$ cat config.mk
export PLATFORM = sky130hd
export DESIGN_NAME = load_use_forward_flat
export DESIGN_NICKNAME = d
export VERILOG_FILES = /design/src/rtl/load_use_forward_if.sv /design/src/rtl/load_use_forward.sv /design/src/flat_wrapper.sv
export SDC_FILE = /design/constraint.sdc
export NUM_CORES = 1
export LEC_CHECK = 0
export ABC_CLOCK_PERIOD_IN_PS = 3500
export CORE_MARGIN = 3
export CORE_UTILIZATION = 54
export CTS_BUF_LIST = sky130_fd_sc_hd__clkbuf_4
export DETAILED_ROUTE_END_ITERATION = 6
export PLACE_DENSITY = 0.95
export REMOVE_ABC_BUFFERS = 1
export SLEW_MARGIN = 20
export SYNTH_ARGS = -nofsm -noshare
export SYNTH_HDL_FRONTEND = slang
export SYNTH_SLANG_ARGS = --single-unit
$ cat constraint.sdc
create_clock -name clk -period 3.5 [get_ports clk]
set_input_delay 0.525 -clock clk [delete_from_list [all_inputs] [get_ports clk]]
set_output_delay 0.525 -clock clk [all_outputs]
set_load 0.005 [all_outputs]
$ cat src/rtl/load_use_forward_if.sv
// Decode-side bundle for the BEAN-2 forwarding/interlock unit: D-stage operand
// usage and destination in, E-stage mux selects and pipeline controls out.
interface load_use_forward_if #(
    parameter int CNT_W = 16
);
    logic [1:0]       reg_RD;
    logic [4:0]       rs1;
    logic [4:0]       rs2;
    logic [4:0]       rs3;
    logic             reg_WE;
    logic             mem_RD;
    logic             hold;
    logic [1:0]       fwd_A_sel;
    logic [1:0]       fwd_B_sel;
    logic             stall_F;
    logic             stall_D;
    logic             flush_E;
    logic [CNT_W-1:0] lu_count;

    // Decode stage drives the instruction description and consumes the controls.
    modport master (
        output reg_RD, rs1, rs2, rs3, reg_WE, mem_RD, hold,
        input  fwd_A_sel, fwd_B_sel, stall_F, stall_D, flush_E, lu_count
    );

    // The forwarding unit itself.
    modport slave (
        input  reg_RD, rs1, rs2, rs3, reg_WE, mem_RD, hold,
        output fwd_A_sel, fwd_B_sel, stall_F, stall_D, flush_E, lu_count
    );
endinterface

$ cat src/rtl/load_use_forward.sv
// Operand forwarding and load-use interlock for the BEAN-2 five-stage pipeline:
// tracks destinations through E and M, steers E-stage operand muxes, bubbles on load-use.
module load_use_forward #(
    parameter int CNT_W = 16
) (
    input  logic                clk,
    input  logic                reset,
    load_use_forward_if.slave   bus
);
    localparam logic [1:0] SEL_RF = 2'b00;
    localparam logic [1:0] SEL_M  = 2'b01;
    localparam logic [1:0] SEL_WB = 2'b10;

    logic [4:0]       rd_e_r;
    logic             we_e_r;
    logic             ld_e_r;
    logic [4:0]       rd_m_r;
    logic             we_m_r;
    logic [1:0]       fwd_a_r;
    logic [1:0]       fwd_b_r;
    logic [CNT_W-1:0] lu_count_r;

    logic             eff_e_s;
    logic             eff_m_s;
    logic             lu_s;
    logic [1:0]       next_a_s;
    logic [1:0]       next_b_s;
    logic             stall_s;
    logic             flush_s;

    // A source only forwards from the youngest effective producer; WB writes are
    // already visible through the write-before-read register file.
    function automatic logic [1:0] pick_src(
        input logic       used,
        input logic [4:0] rs,
        input logic       eff_e,
        input logic [4:0] rd_e,
        input logic       eff_m,
        input logic [4:0] rd_m
    );
        logic [1:0] sel;
        if (!used) begin
            sel = SEL_RF;
        end else if (eff_e && (rd_e == rs)) begin
            sel = SEL_M;
        end else if (eff_m && (rd_m == rs)) begin
            sel = SEL_WB;
        end else begin
            sel = SEL_RF;
        end
        return sel;
    endfunction

    // Dependency detection and next forward selects from D inputs and E/M state.
    always_comb begin
        eff_e_s  = we_e_r && (rd_e_r != 5'd0);
        eff_m_s  = we_m_r && (rd_m_r != 5'd0);
        lu_s     = ld_e_r && eff_e_s &&
                   ((bus.reg_RD[0] && (rd_e_r == bus.rs1)) ||
                    (bus.reg_RD[1] && (rd_e_r == bus.rs2)));
        next_a_s = pick_src(bus.reg_RD[0], bus.rs1, eff_e_s, rd_e_r, eff_m_s, rd_m_r);
        next_b_s = pick_src(bus.reg_RD[1], bus.rs2, eff_e_s, rd_e_r, eff_m_s, rd_m_r);
    end

    // Pipeline controls: reset masks everything, hold freezes without a bubble.
    always_comb begin
        stall_s = 1'b0;
        flush_s = 1'b0;
        if (reset) begin
            stall_s = 1'b0;
            flush_s = 1'b0;
        end else if (bus.hold) begin
            stall_s = 1'b1;
            flush_s = 1'b0;
        end else if (lu_s) begin
            stall_s = 1'b1;
            flush_s = 1'b1;
        end else begin
            stall_s = 1'b0;
            flush_s = 1'b0;
        end
    end

    // E/M destination tracking, registered selects and the saturating bubble count.
    always_ff @(posedge clk) begin
        if (reset) begin
            rd_e_r     <= 5'd0;
            we_e_r     <= 1'b0;
            ld_e_r     <= 1'b0;
            rd_m_r     <= 5'd0;
            we_m_r     <= 1'b0;
            fwd_a_r    <= SEL_RF;
            fwd_b_r    <= SEL_RF;
            lu_count_r <= {CNT_W{1'b0}};
        end else if (bus.hold) begin
            rd_e_r     <= rd_e_r;
            we_e_r     <= we_e_r;
            ld_e_r     <= ld_e_r;
            rd_m_r     <= rd_m_r;
            we_m_r     <= we_m_r;
            fwd_a_r    <= fwd_a_r;
            fwd_b_r    <= fwd_b_r;
            lu_count_r <= lu_count_r;
        end else if (lu_s) begin
            rd_e_r  <= 5'd0;
            we_e_r  <= 1'b0;
            ld_e_r  <= 1'b0;
            rd_m_r  <= rd_e_r;
            we_m_r  <= we_e_r;
            fwd_a_r <= SEL_RF;
            fwd_b_r <= SEL_RF;
            if (lu_count_r != {CNT_W{1'b1}}) begin
                lu_count_r <= lu_count_r + {{(CNT_W-1){1'b0}}, 1'b1};
            end else begin
                lu_count_r <= lu_count_r;
            end
        end else begin
            rd_e_r     <= bus.rs3;
            we_e_r     <= bus.reg_WE;
            ld_e_r     <= bus.mem_RD;
            rd_m_r     <= rd_e_r;
            we_m_r     <= we_e_r;
            fwd_a_r    <= next_a_s;
            fwd_b_r    <= next_b_s;
            lu_count_r <= lu_count_r;
        end
    end

    assign bus.fwd_A_sel = fwd_a_r;
    assign bus.fwd_B_sel = fwd_b_r;
    assign bus.stall_F   = stall_s;
    assign bus.stall_D   = stall_s;
    assign bus.flush_E   = flush_s;
    assign bus.lu_count  = lu_count_r;
endmodule

$ cat src/flat_wrapper.sv
// flat-port wrapper written by rule: the top's interface ports become plain ports
module load_use_forward_flat 
#(
    parameter int CNT_W = 16
)
  (clk, reset, bus_reg_RD, bus_rs1, bus_rs2, bus_rs3, bus_reg_WE, bus_mem_RD, bus_hold, bus_fwd_A_sel, bus_fwd_B_sel, bus_stall_F, bus_stall_D, bus_flush_E, bus_lu_count);
  load_use_forward_if #(.CNT_W(CNT_W)) bus_i ();
  input  logic clk;
  input  logic reset;
  input wire logic [$bits(bus_i.reg_RD)-1:0] bus_reg_RD;
  input wire logic [$bits(bus_i.rs1)-1:0] bus_rs1;
  input wire logic [$bits(bus_i.rs2)-1:0] bus_rs2;
  input wire logic [$bits(bus_i.rs3)-1:0] bus_rs3;
  input wire logic [$bits(bus_i.reg_WE)-1:0] bus_reg_WE;
  input wire logic [$bits(bus_i.mem_RD)-1:0] bus_mem_RD;
  input wire logic [$bits(bus_i.hold)-1:0] bus_hold;
  output wire logic [$bits(bus_i.fwd_A_sel)-1:0] bus_fwd_A_sel;
  output wire logic [$bits(bus_i.fwd_B_sel)-1:0] bus_fwd_B_sel;
  output wire logic [$bits(bus_i.stall_F)-1:0] bus_stall_F;
  output wire logic [$bits(bus_i.stall_D)-1:0] bus_stall_D;
  output wire logic [$bits(bus_i.flush_E)-1:0] bus_flush_E;
  output wire logic [$bits(bus_i.lu_count)-1:0] bus_lu_count;
  assign bus_i.reg_RD = bus_reg_RD;
  assign bus_i.rs1 = bus_rs1;
  assign bus_i.rs2 = bus_rs2;
  assign bus_i.rs3 = bus_rs3;
  assign bus_i.reg_WE = bus_reg_WE;
  assign bus_i.mem_RD = bus_mem_RD;
  assign bus_i.hold = bus_hold;
  assign bus_fwd_A_sel = bus_i.fwd_A_sel;
  assign bus_fwd_B_sel = bus_i.fwd_B_sel;
  assign bus_stall_F = bus_i.stall_F;
  assign bus_stall_D = bus_i.stall_D;
  assign bus_flush_E = bus_i.flush_E;
  assign bus_lu_count = bus_i.lu_count;
  load_use_forward #(.CNT_W(CNT_W)) u_core (.clk(clk), .reset(reset), .bus(bus_i));
endmodule
==> results.py, run 1 <==
metrics = {
    "placement": {
        "place_congestion": 0.936,
        "io_buffers": 44,
        "placed_cells": 267,
        "dp_hpwl_mm": 3.09,
    },
    "logic_synthesis": {
        "ys.flop_type": "dfxtp_1",
        "synth_seq_cells": 33,
        "synth.distinct_cells": 38,
        "netlist_instances": 185,
        "postSynth.asyncResetShare_pct": 0,
        "synth_mux_area_share_pct": 4.09,
        "ys_warn_count": 0,
        "synth_top_family_by_area": "simple AND/OR/NAND/NOR gates",
        "synthAdderAreaFrac_pct": 0.730,
        "avgSynthCellArea_um2": 9.26,
        "synth_compound_area_share_pct": 19.8,
        "synth-simple-area-share_pct": 22.7,
        "synth_area_mm2": 0.00171,
        "synth-edff-count": 0,
        "seq_area_frac_synth_pct": 38.6,
        "synth_xor_area_share_pct": 11.2,
    },
    "final_layout": {
        "area_growth_pct": 30.9,
        "regArea_um2": 661,
        "finalNetCount": 255,
        "antennaDiodeCount": 0,
        "n_fill_cell": 205,
        "multi_input_area_mm2": 0.00100,
        "final_common_cell": "clkdlybuf4s50_1",
        "instances_no_fill": 275,
        "final_cell_mix": "clkdlybuf4s50_1 (44), dfxtp_1 (33), xor2_1 (20)",
        "drive_gt1_share_pct": 10.3,
    },
    "clock_tree": {
        "worstSkewPairLatency_ps": 360,
        "cts-root-buf": "clkbuf_4",
        "cts_max_path_buffers": 2,
        "cts_resized": 0,
        "ctsHoldBuffers": 0,
        "clk_pin_slew_ps": 100,
        "cts.sinks": 33,
        "cts_tree": "done",
        "numCtsBuffers": 5,
        "post_cts_buffers": 0,
        "htreeDepth": 2,
    },
    "critical_path": {
        "slowest_delay_ps": 520,
        "cp_slowest_cell": "clkdlybuf4s50_1",
        "worst-path-buf-inv": 2,
        "crit_type": "in2out",
        "crit_chain": "clkdlybuf4s50_1 -> xor2_1 -> nor3_2 -> and3_2 -> o21ai_2 -> a21oi_1 -> clkdlybuf4s50_1",
        "critPathMaxFanout": 5,
        "crit_arrival_ps": 2470,
        "crit_family": "buffers and inverters",
        "critPathMostFrequentCell": "clkdlybuf4s50_1",
        "critPathLaunchType": "primary input",
        "cp.required_ps": 2970,
        "cp-end-kind": "output pin",
    },
    "grt": {
        "overflow": 0,
        "grt_pass1_vias": 1583,
        "grt_max_degree": 28,
        "gr-usage-all-layers_pct": 24.5,
        "antenna_found_initial": 0,
        "grt_pass1_wl_mm": 7.66,
    },
    "floorplan": {
        "die_h_um": 62.3,
        "dieArea_mm2": 0.00388,
        "coreArea_mm2": 0.00288,
        "pin_count": 45,
        "rows": 19,
        "die_w_um": 62.3,
        "initial_utilization_pct": 59.5,
    },
    "sta": {
        "fin_crit_sh_pct": 85.6,
        "skew_ps": 4.13,
        "rsz0062_at_grt": "false",
        "setup_tns_ps": 0,
        "hold_viol_final": 0,
        "max_freq_ghz": 0.334,
        "final.min_clock_period_ps": 3000,
        "relSlewSlack_pct": 59.4,
        "finalMaxSlewViolations": 0,
        "max_slew.worst_pin.slew_ps": 607,
        "setup_viol": 0,
    },
    "drt": {
        "drtAntennaViolNets": 0,
        "drc": 0,
        "vias": 1591,
        "first_pass_iters": 4,
        "wl_mm": 4.40,
        "via_per_inst": 5.79,
        "wl_per_cell_um": 16.0,
        "first_iter_violations": 138,
    },
    "worst_hold_path": {
        "worstHoldPathType": "reg2reg",
    },
    "run": {
        "drv_cap": 0,
    },
    "status": {
        "status": "complete, no violations",
    },
    "power_and_ir_drop": {
        "ir_drop_mv": 0.364,
        "p_leak_nw": 0.785,
        "p_per_area_mw_per_mm2": 312,
    },
}
==> final timing paths <==
path	slack (ps)	cells after the start	end	start
worst max-delay path	500	7	bus_stall_F	bus_rs1[3]
worst min-delay path	460	2	u_core.bus.fwd_A_sel[1]	u_core.bus.fwd_A_sel[1]
worst max register to register	1170	6	u_core.bus.lu_count[12]	u_core.bus.lu_count[0]
worst min register to register	460	2	u_core.bus.fwd_A_sel[1]	u_core.bus.fwd_A_sel[1]
==> sequential cells by signal, indices dropped and copies added, names as in the netlist <==
name / flops
u_core.bus.lu_count: 16
u_core.rd_e_r: 5
u_core.rd_m_r: 5
u_core.bus.fwd_A_sel: 2
u_core.bus.fwd_B_sel: 2
u_core.ld_e_r: 1
u_core.we_e_r: 1
u_core.we_m_r: 1
==> through the flow <==
stage                     total power [mW]  setup WS [ps]  instance area, um^2  utilization [%]  hold slack, ps
after floorplan                      0.439           1470                 1680                -             449
after detailed placement             0.489            531                 2190             76.0             446
after global routing                 0.725            340                 2240             77.9             535
final                                0.700            504                 2240             77.9             464
after global placement               0.486            541                 2190             76.0             438
after CTS                            0.700            503                 2240             77.9             470
==> kinds of logic (layout without fill, tap and decap cells) <==
group	count (synthesis)	after routing
compound gates	47	47
xor+xnor	22	22
fa+ha+maj	1	1
buf+inv	10	58
flops	33	33
mux	7	7
simple gates	65	65
==> per-layer routing <==
| metal | vias up | GRT usage (%) | routed length [um] |
|---|---|---|---|
| met5 | - | 0 | 0 |
| met4 | 0 | 11.3 | 103 |
| met3 | 18 | 6.13 | 319 |
| met2 | 78 | 39.2 | 2050 |
| met1 | 721 | 31.1 | 1930 |
| li1 | 774 | - | - |
==> layout make-up <==
class	count	area share, %
clock buffer	5	1.67
clock inverter	3	0.781
inverter	4	0.670
multi-input combinational	142	44.8
sequential	33	29.5
tap	42	2.34
timing repair buffer	46	20.3
==> power breakdown <==
| part | leakage (nW) | switching (mW) | internal, mW |
|---|---|---|---|
| clock network | 0.0310 | 0.142 | 0.0755 |
| logic | 0.487 | 0.0404 | 0.0473 |
| registers | 0.268 | 0.0125 | 0.382 |
| total | 0.785 | 0.195 | 0.505 |
==> worst min-delay path, stage by stage (launching register included) <==
cell and delay (ps):
dfxtp_1 340, nand2_1 40, o21ai_0 50
==> Yosys cell counts (2+ instances only) <==
| cell | instances | area (um^2) |
|---|---|---|
| a21oi_1 | 16 | 80.1 |
| a22o_1 | 7 | 61.3 |
| clkbuf_1 | 4 | 15.0 |
| dfxtp_1 | 33 | 661 |
| inv_1 | 4 | 15.0 |
| mux2i_1 | 7 | 70.1 |
| nand2_1 | 11 | 41.3 |
| nand3_1 | 2 | 10.0 |
| nand4_1 | 4 | 25.0 |
| nor2_1 | 16 | 60.1 |
| nor3_1 | 2 | 10.0 |
| nor3_2 | 2 | 20.0 |
| nor4_1 | 2 | 12.5 |
| nor4b_1 | 2 | 17.5 |
| o2111ai_1 | 3 | 26.3 |
| o21ai_0 | 12 | 60.1 |
| o31ai_1 | 4 | 30.0 |
| or3_1 | 10 | 62.6 |
| or4_1 | 5 | 37.5 |
| xnor2_1 | 2 | 17.5 |
| xor2_1 | 20 | 175 |
No activity file was read; power rests on OpenSTA's default activity.
==> run 2, diff against run 1 <==
--- a/config.mk
+++ b/config.mk
@@ -12,7 +12,7 @@
 export DETAILED_ROUTE_END_ITERATION = 6
 export PLACE_DENSITY = 0.95
 export REMOVE_ABC_BUFFERS = 1
-export SLEW_MARGIN = 20
+export SLEW_MARGIN = 10
 export SYNTH_ARGS = -nofsm -noshare
 export SYNTH_HDL_FRONTEND = slang
 export SYNTH_SLANG_ARGS = --single-unit
==> results of run 2 <==
Final layout, timing and power as in run 1 (identical DEF).
